<file path="config.mk">
export PLATFORM = sky130hd
export DESIGN_NAME = seq_sll_shifter
export DESIGN_NICKNAME = d
export VERILOG_FILES = /design/src/rtl/seq_sll_shifter_pkg.sv /design/src/rtl/sll_stage.sv /design/src/rtl/seq_sll_shifter.sv
export SDC_FILE = /design/constraint.sdc
export NUM_CORES = 1
export LEC_CHECK = 0
export ABC_AREA = 1
export ABC_CLOCK_PERIOD_IN_PS = 2900
export BUFFER_PORTS_ARGS = -buffer_cell sky130_fd_sc_hd__buf_4
export CAP_MARGIN = 5
export CELL_PAD_IN_SITES_DETAIL_PLACEMENT = 0
export CELL_PAD_IN_SITES_GLOBAL_PLACEMENT = 1
export CORE_UTILIZATION = 30
export CTS_CLUSTER_SIZE = 14
export DETAILED_ROUTE_END_ITERATION = 16
export HOLD_SLACK_MARGIN = 0.1
export PLACE_DENSITY = 0.65
export SETUP_SLACK_MARGIN = 0.4
export SYNTH_ARGS = -nofsm -noshare
export SYNTH_HDL_FRONTEND = slang
export SYNTH_SLANG_ARGS = --single-unit
</file>
<file path="constraint.sdc">
create_clock -name clk -period 2.9 [get_ports clk]
set_input_delay 0.435 -clock clk [delete_from_list [all_inputs] [get_ports clk]]
set_output_delay 0.435 -clock clk [all_outputs]
set_load 0.01 [all_outputs]
</file>
<file path="src/rtl/seq_sll_shifter_pkg.sv">
//------------------------------------------------------------------------------
// Module  : seq_sll_shifter_pkg
// Brief   : Shared state encoding for the iterative left shifter.
// Rev     : 1.0 - initial release
//------------------------------------------------------------------------------
`default_nettype none

package seq_sll_shifter_pkg;

   typedef enum logic [1:0] {
      ST_IDLE  = 2'd0,
      ST_SHIFT = 2'd1,
      ST_DONE  = 2'd2
   } sll_state_t;

endpackage

`default_nettype wire

</file>
<file path="src/rtl/sll_stage.sv">
//------------------------------------------------------------------------------
// Module  : sll_stage
// Brief   : Combinational stage: shifts acc left by 2^k, zero fill.
// Rev     : 1.0 - initial release
//------------------------------------------------------------------------------
`default_nettype none

module sll_stage #(
   parameter int N  = 32,
   parameter int KW = 3
) (
   input  logic [N-1:0]  acc_i,
   input  logic [KW-1:0] k_i,
   output logic [N-1:0]  acc_o
);

   assign acc_o = acc_i << (32'd1 << k_i);

endmodule

`default_nettype wire

</file>
<file path="src/rtl/seq_sll_shifter.sv">
//------------------------------------------------------------------------------
// Module  : seq_sll_shifter
// Brief   : Iterative logical left shifter, one shift-amount bit per cycle.
// Rev     : 1.0 - initial release
//------------------------------------------------------------------------------
`default_nettype none

module seq_sll_shifter
   import seq_sll_shifter_pkg::*;
#(
   parameter int N     = 32,
   parameter int LOG2N = 5
) (
   input  logic          clk,
   input  logic          rstb,
   input  logic          in_valid,
   output logic          in_ready,
   input  logic [N-1:0]  X,
   input  logic [31:0]   S,
   output logic          out_valid,
   input  logic          out_ready,
   output logic [N-1:0]  Z
);

   localparam int CW = (LOG2N > 1) ? $clog2(LOG2N) : 1;
   localparam logic [CW-1:0] C_LAST = CW'(LOG2N - 1);

   sll_state_t       state_q, state_d;
   logic [N-1:0]     acc_q, acc_d;
   logic [LOG2N-1:0] amt_q, amt_d;
   logic [CW-1:0]    cnt_q, cnt_d;
   logic [N-1:0]     stage_out;
   logic             overflow;

   // Any amount bit at or above LOG2N means the whole operand shifts out.
   assign overflow = |S[31:LOG2N];

   sll_stage #(
      .N  (N),
      .KW (CW)
   ) u_stage (
      .acc_i (acc_q),
      .k_i   (cnt_q),
      .acc_o (stage_out)
   );

   always_ff @(posedge clk or negedge rstb) begin
      if (!rstb) begin
         state_q <= ST_IDLE;
         acc_q   <= '0;
         amt_q   <= '0;
         cnt_q   <= '0;
      end else begin
         state_q <= state_d;
         acc_q   <= acc_d;
         amt_q   <= amt_d;
         cnt_q   <= cnt_d;
      end
   end

   always_comb begin
      state_d = state_q;
      acc_d   = acc_q;
      amt_d   = amt_q;
      cnt_d   = cnt_q;
      unique case (state_q)
         ST_IDLE: begin
            if (in_valid) begin
               acc_d   = overflow ? '0 : X;
               amt_d   = S[LOG2N-1:0];
               cnt_d   = '0;
               state_d = ST_SHIFT;
            end
         end
         ST_SHIFT: begin
            if (amt_q[cnt_q]) acc_d = stage_out;
            cnt_d = cnt_q + CW'(1);
            if (cnt_q == C_LAST) begin
               cnt_d   = '0;
               state_d = ST_DONE;
            end
         end
         ST_DONE: begin
            if (out_ready) state_d = ST_IDLE;
         end
         default: state_d = ST_IDLE;
      endcase
   end

   assign in_ready  = (state_q == ST_IDLE) && rstb;
   assign out_valid = (state_q == ST_DONE);
   assign Z         = acc_q;

endmodule

`default_nettype wire

</file>
# Yosys cells after proc, flatten, opt, wreduce, memory -nomap -nowiden
# Cells that the tools add are included.
[totals]
output_inout_bits = 34
in_bits = 68
register_bits = 42
wordCells = 36
[classes]
shifts = 2
n_lt_le_gt_ge = 1
eq_ne = 7
n_mux = 13
n_addsub = 1
n_reduce_logical = 8
[op_table]
columns = ["op", "count"]
rows = [
  ["32-bit 2-to-1 mux", 3],
  ["32-bit case mux with 2 select lines", 1],
  ["1-bit by 3-bit << shifter with 32-bit output, first input constant", 1],
  ["32-bit by 32-bit << shifter with 32-bit output", 1],
  ["27-bit OR reduction", 1],
  ["2-bit 2-to-1 mux", 3],
  ["3-bit 2-to-1 mux", 2],
  ["2-bit != test, second input constant", 3],
  ["2-bit case mux with 3 select lines", 1],
  ["3-bit case mux with 2 select lines", 1],
  ["3-bit AND reduction", 2],
  ["3-bit by 4-bit < comparator with 1-bit output, second input constant", 1],
  ["2-bit AND reduction", 2],
  ["3-bit by 1-bit adder with 3-bit output, second input constant", 1],
  ["1-bit binary-select mux with 3-bit select", 1],
  ["3-bit equality test, second input constant", 1],
  ["2-bit by 1-bit equality test with 1-bit output, second input constant", 1],
  ["2-bit equality test, second input constant", 1],
  ["2-bit logical NOT", 1],
  ["2-bit by 1-bit != test with 1-bit output, second input constant", 1],
  ["2-bit nonzero test", 1],
  ["1-bit logical AND", 1],
  ["1-bit 2-to-1 mux", 1],
]

# Depth between registers and ports, before layout
# Gate-level depths: netlist (run 1).
[logic_depth]
ltp_word = 4
ltp_mapped = 15
depth_no_buf = 14

# Modules after synthesis
# From an unflattened synthesis (run 1), not the netlist that was laid out.
[unflattened]
cells_unflattened = 820
area_unflattened_um2 = 4680.7
[by_module_without_submodules]
columns = ["mod", "seq_area_each_um2", "instances", "cells_each", "area_per_inst_um2"]
rows = [
  ["seq_sll_shifter", 1051.0, 1, 405, 2641.3],
  ["sll_stage", 0.0, 1, 415, 2039.5],
]

# Worst setup path after synthesis (run 1)
# No wires, ideal clock.
[synth_timing]
path_type = "reg2reg"
start = "register cnt_q[0]"
end = "register acc_q[21], in the netlist Z[21]"
path_buffers = 2
path_slack_ns = 0.913
synth_period_minus_slack_ns = 1.987
arrival_ns = 1.914
setup_ns = 0.073
path_stages_with_launch = 14
required_time_ns = 2.827
path_cell_list = "dfrtp_1 -> ha_1 -> ha_1 -> inv_1 -> buf_2 -> buf_4 -> nand3_1 -> nand2_1 -> nand3_1 -> nand3_1 -> nand3_1 -> nand3_1 -> nand2_1 -> a21oi_2"
[synth_via]
elab_chain_len = 4
word_cells_on_any_way = 8
cone_classes = "eq/ne: 1; shift: 2; mux: 4; reduce/logical: 1"
[synth_lines]
columns = ["item", "line", "rtl"]
rows = [
  ["from (decl)", "seq_sll_shifter.sv:31", "logic [CW-1:0] cnt_q, cnt_d;"],
  ["from (signal assigned)", "seq_sll_shifter.sv:57", "cnt_q <= cnt_d;"],
  ["1-bit by 3-bit << shifter with 32-bit output or 1-bit binary-select mux with 3-bit select (tied branches)", "sll_stage.sv:17, seq_sll_shifter.sv:76", ""],
  ["32-bit by 32-bit << shifter with 32-bit output or 1-bit 2-to-1 mux (tied branches)", "sll_stage.sv:17, seq_sll_shifter.sv:76", ""],
  ["32-bit 2-to-1 mux or 2-bit != test (tied branches)", "n/a", ""],
  ["32-bit case mux with 2 select lines or 3-bit AND reduction (tied branches)", "n/a", ""],
  ["to (signal assigned)", "seq_sll_shifter.sv:50", "acc_q <= '0;"],
  ["to (signal assigned)", "seq_sll_shifter.sv:55", "acc_q <= acc_d;"],
  ["to (decl)", "seq_sll_shifter.sv:29", "logic [N-1:0] acc_q, acc_d;"],
]
# Parallel ways exist; a longest one is shown, timed or not. The select of a mux whose other input is x is not followed.
# A chain may end at the register's enable or synchronous reset.

# Final worst setup path (run 1)
[layout_timing]
start = "register cnt_q[2]"
end = "register acc_q[10], in the netlist Z[10]"
# Same word-level chain as after synthesis.

==> impl_metrics.tcl, run 1 <==
set metrics [dict create \
    outcome "finished clean" \
    ff2ff_setup_slack_ns 0.51 \
    cts_buffer_depth 2 \
    antenna_found_initial 0 \
    r2r_cells 11 \
    start_util_pct 31.05 \
    arrival_ns 2.63 \
    p_total_w 0.007951 \
    p_leak_nw 2.482 \
    hold_class "in2async" \
    syn_avg_cell_area_um2 6.230 \
    place_congestion 0.9031 \
    ant_nets 0 \
    die_area_um2 13630 \
    rsz0062_at_grt "true" \
    clock_sinks 42 \
    grt_usage_pct 25.42 \
    fmax_mhz 417.9 \
    drt_iter0_drc 456 \
    drive_gt1_share_pct 22.41 \
    post-route-min-period_ns 2.393 \
    crit_top_cell "nand2_1" \
    critPathCapture "Z[10]" \
    clock_skew_ns 0.008040 \
    nNetsFinal 796 \
    clockRootBuffer "clkbuf_16" \
    syn_nets 708 \
    crit_required_ns 3.14 \
    crit_path_start "cnt_q[2]" \
    dr.pass1.iters 5 \
    h-tree-depth 2 \
    grt_overflow 0 \
    path_max_fanout 29 \
    grt_pass1_vias 4619 \
    crit_type "reg2reg" \
    die_w_um 116.7 \
    core_um2 12720 \
    netlist_area_um2 3950 \
    cp_slowest_cell "dfrtp_1" \
    tns_ns 0 \
    grt_max_degree 43 \
    crit_path_max_incr_delay_ns 0.59 \
    dieHeight_um 116.7 \
    grt_first_pass_wirelength_mm 25.85 \
    drc 0 \
    r2r_start "cnt_q[2]" \
    worstMarginPinSlew_ns 0.6075 \
    vias 4934 \
    tritoncts "built" \
    port_buffers 101 \
    ioPinCount 102 \
    period_share_pct 82.51 \
    setup_viol 0 \
    vias_per_cell 5.513 \
    ys_seq_area_share_pct 26.61 \
    max_cap_violations 0 \
    wl_mm 16.52 \
    ir_worst_vdd_mv 0.4876 \
    power_density_nw_per_um2 1576 \
    syn_to_final_growth_pct 27.68 \
    hold_slack_ns 0.2357 \
    netlist_instances 634 \
    final-max-slew-violation-count 0 \
    yosysWarnings 0 \
    utilization_pct 39.64 \
    diodes 0 \
    numCtsBuffers 5 \
    synth_seq_cells 42 \
    end_kind "register" \
    cp_cell_sequence "ha_1 > inv_1 > buf_12 > nand3_2 > inv_1 > nand3_1 > nand2_1 > nand2_1 > nand2_1 > nand3_1 > a21oi_1" \
    clk_pin_slew_ns 0.07 \
    wl_per_cell_um 18.46 \
    r2r_end "Z[10]" \
    max_slew_margin_pct 59.50 \
    dpl.hpwl_mm 12.64 \
    synthDistinctLibCells 33 \
    insertion_delay_ns 0.31 \
    start_kind "register" \
    rows 41 \
    hold_violations 0 \
]
[worst max-delay path, delay by kind of cell (launching register included)]
family,cells,cell delay (ns)
buf+inv,3,0.44
flops,1,0.59
simple gates,6,0.80
compound gates,1,0.18
fa+ha+maj,1,0.31
[per-stage QoR]
step	cells	setup WS, ns	instance area (µm²)
2_1_floorplan	634	0.9127	3950
3_3_place_gp	885	0.4149	4843
3_5_place_dp	885	0.3790	4843
4_1_cts	893	0.4707	4999
5_1_grt	895	0.3574	5044
6_report	895	0.5073	5044
[cells in the final DEF, fill, tap and decap left out, types with 3 or more instances in the layout]
cell	instances
nand4_1	10
inv_1	26
nor3_1	3
o21ai_0	11
nand2_2	5
dfrtp_1	42
a21oi_2	4
mux2_2	3
nand2_1	123
nand3_2	8
ha_1	5
clkbuf_16	5
nand3_1	191
a21oi_1	59
buf_4	117
nor2_1	80
inv_2	3
[cell families after synthesis]
kind of cell,Yosys count,synth area share (%)
AND/OR/NAND/NOR,431,50.90
buffers and inverters,72,9.028
AO/OA/AOI/OAI,80,10.71
multiplexers,3,0.8552
flip-flops,42,26.61
adder cells (fa/ha/maj),6,1.900
[sequential cells by signal (all words and copies together) (netlist names)]
signal and cells:
amt_q 5, cnt_q 3, state_q 2, Z 32
[metal layers]
layer / share of wire, % / global-route usage [%] / wire (µm)
met5: 0 / 0 / 0
met2: 44 / 38.15 / 7200
met4: 2.7 / 8.861 / 448
met1: 45 / 36.41 / 7516
met3: 8.2 / 4.515 / 1354
[power breakdown]
part	internal [W]	switching, W
sequential	0.000925	0.000351
combinational	0.00210	0.00395
clock	0.000329	0.000291
[worst min-delay path by stage]
stage,slack (ns),to
finish,0.24,state_q[1]
global route,0.28,state_q[1]
CTS,0.25,state_q[1]
detailed placement,0.51,amt_q[2]
global placement,0.50,amt_q[3]
floorplan,0.14,Z[0]
[layout make-up]
type	count	area, µm²
timing repair buffer	120	929.6
multi-input combinational	520	2562
fill	1399	7679
sequential	42	1051
clock buffer	5	125.1
inverter	33	132.6
tap	172	215.2
clock inverter	3	27.53
[repair_timing]
item                       in CTS  in global routing
gates resized for setup         1                  8
setup buffers                   0                  2
setup endpoints to repair       1                 22
hold buffers                    0                  0
[cells in the mapped netlist]
library cell	number	area share, %
buf_8	1	0.38
buf_6	5	1.4
nand3_2	8	2.0
nor3b_1	1	0.19
nand3_1	191	24
nor2_4	2	0.57
o21a_1	1	0.19
clkinv_1	2	0.19
buf_1	5	0.48
a21oi_1	60	7.6
ha_1	6	1.9
clkbuf_1	6	0.57
nand2_2	5	0.79
buf_4	4	0.76
a21boi_1	1	0.19
buf_2	18	2.3
nor4_1	1	0.16
a21oi_2	3	0.67
nor2_1	82	7.8
and3_1	1	0.16
a31oi_1	1	0.16
nor2_8	1	0.51
nor3_1	3	0.38
nand2_4	3	0.86
dfrtp_1	42	27
mux2_2	3	0.86
o21ai_0	11	1.4
nand2_1	123	12
nand4_1	10	1.6
inv_2	4	0.38
o211ai_1	1	0.19
inv_1	27	2.6
o22ai_1	2	0.32
No activity file was read; power rests on OpenSTA's default activity.
==> run 2, diff against run 1 <==
--- a/config.mk
+++ b/config.mk
@@ -6,7 +6,7 @@
 export NUM_CORES = 1
 export LEC_CHECK = 0
 export ABC_AREA = 1
-export ABC_CLOCK_PERIOD_IN_PS = 2900
+export ABC_CLOCK_PERIOD_IN_PS = 1940
 export BUFFER_PORTS_ARGS = -buffer_cell sky130_fd_sc_hd__buf_4
 export CAP_MARGIN = 5
 export CELL_PAD_IN_SITES_DETAIL_PLACEMENT = 0
@@ -15,7 +15,7 @@
 export CTS_CLUSTER_SIZE = 14
 export DETAILED_ROUTE_END_ITERATION = 16
 export HOLD_SLACK_MARGIN = 0.1
-export PLACE_DENSITY = 0.65
+export PLACE_DENSITY = 0.68
 export SETUP_SLACK_MARGIN = 0.4
 export SYNTH_ARGS = -nofsm -noshare
 export SYNTH_HDL_FRONTEND = slang
==> constraint.sdc (replaced) <==
create_clock -name clk -period 1.94 [get_ports clk]
set_input_delay 0.291 -clock clk [delete_from_list [all_inputs] [get_ports clk]]
set_output_delay 0.291 -clock clk [all_outputs]
set_load 0.01 [all_outputs]
==> impl_metrics.tcl, run 2 (synthesized netlist as in run 1, its figures left out) <==
set metrics [dict create \
    tns_ns -1.427 \
    syn_to_final_growth_pct 82.90 \
    rows 41 \
    fill_cells 1238 \
    holdBufCountCts 0 \
    grt_overflow 0 \
    vias_per_cell 5.531 \
    antenna_found_initial 0 \
    fmax_mhz 491.3 \
    start_kind "register" \
    clock_skew_ns 0.01200 \
    hold_violations 0 \
    h-tree-depth 2 \
    die_area_um2 13630 \
    multi_input_area_um2 3749 \
    dieHeight_um 116.7 \
    path_delay_family "simple AND/OR/NAND/NOR gates" \
    drc 0 \
    max_slew_margin_pct 60.04 \
    ioPinCount 102 \
    setup_viol 27 \
    crit_path_max_incr_delay_ns 0.46 \
    grt_usage_pct 28.39 \
    final_common_cell "buf_4" \
    cts_buffer_depth 2 \
    ant_nets 0 \
    port_buffers 101 \
    dr.pass1.iters 5 \
    max_cap_violations 0 \
    end_kind "register" \
    start_util_pct 31.05 \
    nNetsFinal 872 \
    outcome "finished with violations" \
    violations "negative setup slack" \
    period_share_pct 104.9 \
    post-route-min-period_ns 2.035 \
    crit_buf_inv 3 \
    crit_required_ns 2.17 \
    cp_slowest_cell "dfrtp_2" \
    arrival_ns 2.27 \
    wl_mm 19.59 \
    final_cell_mix "buf_4 (162), nand3_2 (101), nand3_1 (80)" \
    largest_reg_flops 32 \
    hold_slack_ns 0.08587 \
    core_um2 12720 \
    cp_cell_sequence "ha_4 > ha_4 > clkinv_8 > clkbuf_16 > nand3_4 > nand2_4 > nand3_2 > nand2_2 > a21oi_4 > buf_4 > nor2_2 > nand2_1 > a21oi_2" \
    hold_class "in2async" \
    clockRootBuffer "clkbuf_16" \
    die_w_um 116.7 \
    wl_per_cell_um 20.18 \
    insertion_delay_ns 0.31 \
    finalWorstSetupSlack_ns -0.09536 \
    grt_pass1_vias 5224 \
    tritoncts "built" \
    place_congestion 0.8957 \
    worstMarginPinSlew_ns 0.5993 \
    drt_iter0_drc 409 \
    drive_gt1_share_pct 57.95 \
    regArea_um2 1055 \
    clock_sinks 42 \
    grt_max_degree 43 \
    clk_pin_slew_ns 0.07 \
    crit_top_cell "ha_4" \
    path_max_fanout 5 \
    r2r_cells 13 \
    grt_first_pass_wirelength_mm 28.54 \
    crit_type "reg2reg" \
    numCtsBuffers 5 \
    vias 5371 \
    final-max-slew-violation-count 0 \
    diodes 0 \
    dpl.hpwl_mm 13.78 \
    rsz0062_at_grt "true" \
    path_depth 13 \
]
run 2: cell count changes in the layout (fill, tap and decap cells not counted), moves of 20 or more:
cell / previous run / this run
nand2_2: 5 / 48
nand3_1: 191 / 80
nand3_2: 8 / 101
buf_4: 117 / 162
nand2_1: 123 / 70
a21oi_1: 59 / 39
run 2: metrics by stage:
step	utilization (%)	worst slack, ns	instances	area, µm²
6_report	56.79	-0.09536	971	7224
5_1_grt	56.79	-0.1994	971	7224
4_1_cts	49.66	-0.06634	955	6317
3_5_place_dp	43.07	-0.1916	942	5479
3_3_place_gp	43.07	-0.1514	942	5479
2_1_floorplan	-	0.1330	634	4043
run 2: metal layers:
metal,part of all wire (%),track usage (%),vias up
li1,-,-,2508
met1,43,38.60,2567
met2,46,44.65,263
met3,8.0,5.345,33
met4,2.7,10.46,0
met5,0,0,-
run 2: worst paths after layout:
kind,startpoint,slack [ns],end
setup reg to reg,cnt_q[1],-0.1,Z[4]
setup / recovery,cnt_q[1],-0.1,Z[4]
hold / removal,rstb,0.09,Z[2]
max in group asynchronous,rstb,1.42,cnt_q[0]
hold reg to reg,amt_q[4],0.52,amt_q[4]
min in group clk,out_ready,0.16,state_q[1]
run 2: cell type report:
| class | count | area share (%) |
|---|---|---|
| clock buffer | 5 | 1.732 |
| sequential | 42 | 14.60 |
| tap | 172 | 2.979 |
| multi-input combinational | 521 | 51.89 |
| timing repair buffer | 194 | 25.37 |
| inverter | 33 | 2.355 |
| timing repair inverter | 1 | 0.1212 |
| clock inverter | 3 | 0.9525 |
run 2: repair_timing:
| item | in CTS | in global routing |
|---|---|---|
| endpoints found under the setup margin | 35 | 35 |
| gates cloned | 3 | 6 |
| endpoints found under the hold margin | 0 | 0 |
| pin swaps | 22 | 36 |
| setup buffers | 2 | 10 |
| gates resized for setup | 138 | 160 |
run 2: worst reg2reg max path: stages (launching register included):
cell and delay (ns):
dfrtp_2 0.46, ha_4 0.19, ha_4 0.17, clkinv_8 0.08, clkbuf_16 0.17, nand3_4 0.11, nand2_4 0.10, nand3_2 0.09
nand2_2 0.10, a21oi_4 0.08, buf_4 0.14, nor2_2 0.08, nand2_1 0.07, a21oi_2 0.11
Power of run 2 is not shown: default switching activity piles up to over one toggle a cycle in this logic, so the estimate is an artifact.
==> run 3, diff against run 2 <==
--- a/config.mk
+++ b/config.mk
@@ -5,7 +5,6 @@
 export SDC_FILE = /design/constraint.sdc
 export NUM_CORES = 1
 export LEC_CHECK = 0
-export ABC_AREA = 1
 export ABC_CLOCK_PERIOD_IN_PS = 1940
 export BUFFER_PORTS_ARGS = -buffer_cell sky130_fd_sc_hd__buf_4
 export CAP_MARGIN = 5
@@ -15,7 +14,7 @@
 export CTS_CLUSTER_SIZE = 14
 export DETAILED_ROUTE_END_ITERATION = 16
 export HOLD_SLACK_MARGIN = 0.1
-export PLACE_DENSITY = 0.68
+export PLACE_DENSITY = 0.63
 export SETUP_SLACK_MARGIN = 0.4
 export SYNTH_ARGS = -nofsm -noshare
 export SYNTH_HDL_FRONTEND = slang
==> impl_metrics.tcl, run 3 <==
set metrics [dict create \
    wl_per_cell_um 21.93 \
    p_total_w 0.01762 \
    max_slew_margin_pct 59.77 \
    vias_per_cell 5.723 \
    ys_top_cells_by_count "nand2_1 (47), dfrtp_1 (42), mux2i_1 (35)" \
    numCtsBuffers 5 \
    core_um2 13190 \
    p_seq_share_pct 10.6 \
    grt_first_pass_wirelength_mm 30.85 \
    finalWorstSetupSlack_ns -0.5602 \
    crit_type "reg2reg" \
    cp_cell_sequence "inv_2 > ha_4 > nor2b_4 > buf_12 > buf_8 > buf_6 > mux2i_4 > o22ai_4 > mux4_2 > a221oi_2 > nor2_1" \
    syn_to_final_growth_pct 87.83 \
    yosys.cell_count.top_type "nand2_1" \
    grt_pass1_vias 5341 \
    clockPowerShare_pct 5.7 \
    ff2ff_setup_slack_ns -0.56 \
    clock_sinks 42 \
    netlist_instances 477 \
    synth.area.top_cells "dfrtp_1 (26%), mux2i_1 (8.7%), mux2_2 (6.7%)" \
    synth_top_cell_area_share_pct 26.01 \
    dr.pass1.iters 5 \
    ys_dominant_reg_cell "dfrtp_1" \
    grt_usage_pct 29.20 \
    start_kind "register" \
    ioPinCount 102 \
    p_leak_nw 3.261 \
    cp_slowest_cell "mux4_2" \
    antenna_found_initial 1 \
    crit_buf_inv 4 \
    port_buffers 101 \
    drt_iter0_drc 334 \
    grt_max_degree 43 \
    nNetsFinal 824 \
    synthDistinctLibCells 66 \
    p_sw_w 0.008076 \
    post-route-min-period_ns 2.500 \
    arrival_ns 2.69 \
    clock_skew_ns 0.005631 \
    crit_path_max_incr_delay_ns 0.52 \
    async_flop_share_pct 100.0 \
    insertion_delay_ns 0.30 \
    drive_gt1_share_pct 60.32 \
    swShare_pct 45.84 \
    die_w_um 118.1 \
    r2r_cells 11 \
    drc 0 \
    cts_buffer_depth 2 \
    ys_seq_area_share_pct 26.01 \
    clk_pin_slew_ns 0.06 \
    hold_violations 0 \
    clockRootBuffer "clkbuf_16" \
    crit_required_ns 2.13 \
    start_util_pct 30.64 \
    ant_nets 0 \
    path_delay_family "multiplexers" \
    dieHeight_um 118.1 \
    period_share_pct 128.9 \
    end_kind "register" \
    yosys.area.top_type "dfrtp_1" \
    outcome "finished with violations" \
    p_int_w 0.009540 \
    wl_mm 20.35 \
    final-max-slew-violation-count 0 \
    syn_nets 551 \
    fmax_mhz 400.0 \
    synth_edf_count 0 \
    path_max_fanout 6 \
    power_density_nw_per_um2 2321 \
    grt_overflow 0 \
    p_comb_share_pct 83.7 \
    rows 42 \
    utilization_pct 57.55 \
    dpl.hpwl_mm 15.45 \
    die_area_um2 13940 \
    netlist_area_um2 4041 \
    rsz0062_at_grt "true" \
    synth_seq_cells 42 \
    violations "negative setup slack" \
    final_common_cell "buf_4" \
    largest_reg_flops 32 \
    hold_class "in2async" \
    r2r_end "Z[15]" \
    ir_worst_vdd_mv 0.8970 \
    setup_viol 32 \
    place_ws_ns -0.7456 \
    h-tree-depth 2 \
    final_cell_count_no_fill 928 \
    vias 5311 \
    r2r_start "cnt_q[0]" \
    holdBufCountCts 0 \
    dp.cells 883 \
    yosysWarnings 0 \
    final_cell_mix "buf_4 (262), nand2_1 (43), dfrtp_1 (39)" \
    tritoncts "built" \
    max_cap_violations 0 \
    place_congestion 0.9232 \
    syn_avg_cell_area_um2 8.472 \
    worstMarginPinSlew_ns 0.6035 \
]
[run 3: stage by stage]
stage	TNS (ns)	cell area (µm²)	hold slack [ns]
after floorplan	-9.006	4183	-0.004591
after global placement	-15.84	6282	0.4930
after detailed placement	-16.62	6282	0.4965
after CTS	-12.39	7063	0.1840
after global routing	-16.15	7589	0.1982
final	-13.59	7591	0.1481
[run 3: worst max path at each step]
stage / start / end / slack [ns] / cells after the start
6_report: cnt_q[0] / Z[15] / -0.56 / 11
5_1_grt: cnt_q[0] / Z[15] / -0.68 / 11
4_1_cts: cnt_q[0] / Z[17] / -0.51 / 11
3_5_place_dp: cnt_q[0] / Z[25] / -0.75 / 8
3_3_place_gp: cnt_q[0] / Z[25] / -0.74 / 8
2_1_floorplan: cnt_q[1] / Z[17] / -0.47 / 10
[run 3: kinds of logic after synthesis]
kind of cell	Yosys count	share of synthesized area, %
AOI/OAI and AO/OA	177	32.14
adders and majority gates	6	1.858
buffers and inverters	50	5.851
DFF	42	26.01
muxes	62	16.84
and+or+nand+nor	140	17.31
[run 3: worst reg2reg max path: stages (launching register included)]
cell and delay, ns:
dfrtp_2 0.42, inv_2 0.08, ha_4 0.18, nor2b_4 0.18, buf_12 0.12, buf_8 0.12
buf_6 0.11, mux2i_4 0.24, o22ai_4 0.11, mux4_2 0.52, a221oi_2 0.23, nor2_1 0.07
[run 3: per-layer routing]
metal,GRT usage (%),vias up,part of all wire [%]
met5,0,-,0
met4,11.38,0,3.3
met3,5.329,43,6.2
met2,46.99,216,47
met1,38.58,2634,44
li1,-,2418,-
[run 3: power by group through the flow]
stage / Clock, W / Sequential, W / Combinational [W]
after floorplan: 0 / 0.00188 / 0.00571
after global placement: 0 / 0.00178 / 0.0112
after detailed placement: 0 / 0.00179 / 0.0112
after CTS: 0.00102 / 0.00178 / 0.0130
after global routing: 0.00105 / 0.00191 / 0.0155
final: 0.00100 / 0.00186 / 0.0147
[run 3: final cells by class]
| class | instances | area [µm²] |
|---|---|---|
| multi-input cells | 385 | 3566 |
| clock buffers | 7 | 132.6 |
| fillers | 1177 | 5599 |
| inverters | 12 | 45.04 |
| clock inverters | 1 | 30.03 |
| well taps | 176 | 220.2 |
| diodes | 1 | 2.502 |
| repair buffers | 304 | 2540 |
| flip-flops and latches | 42 | 1055 |
[run 3: repair_timing]
action,4_1_cts,5_1_grt
cloned,0,1
resized for setup,97,77
setup endpoints to repair,36,34
pin swaps,37,39
setup buffers,23,12
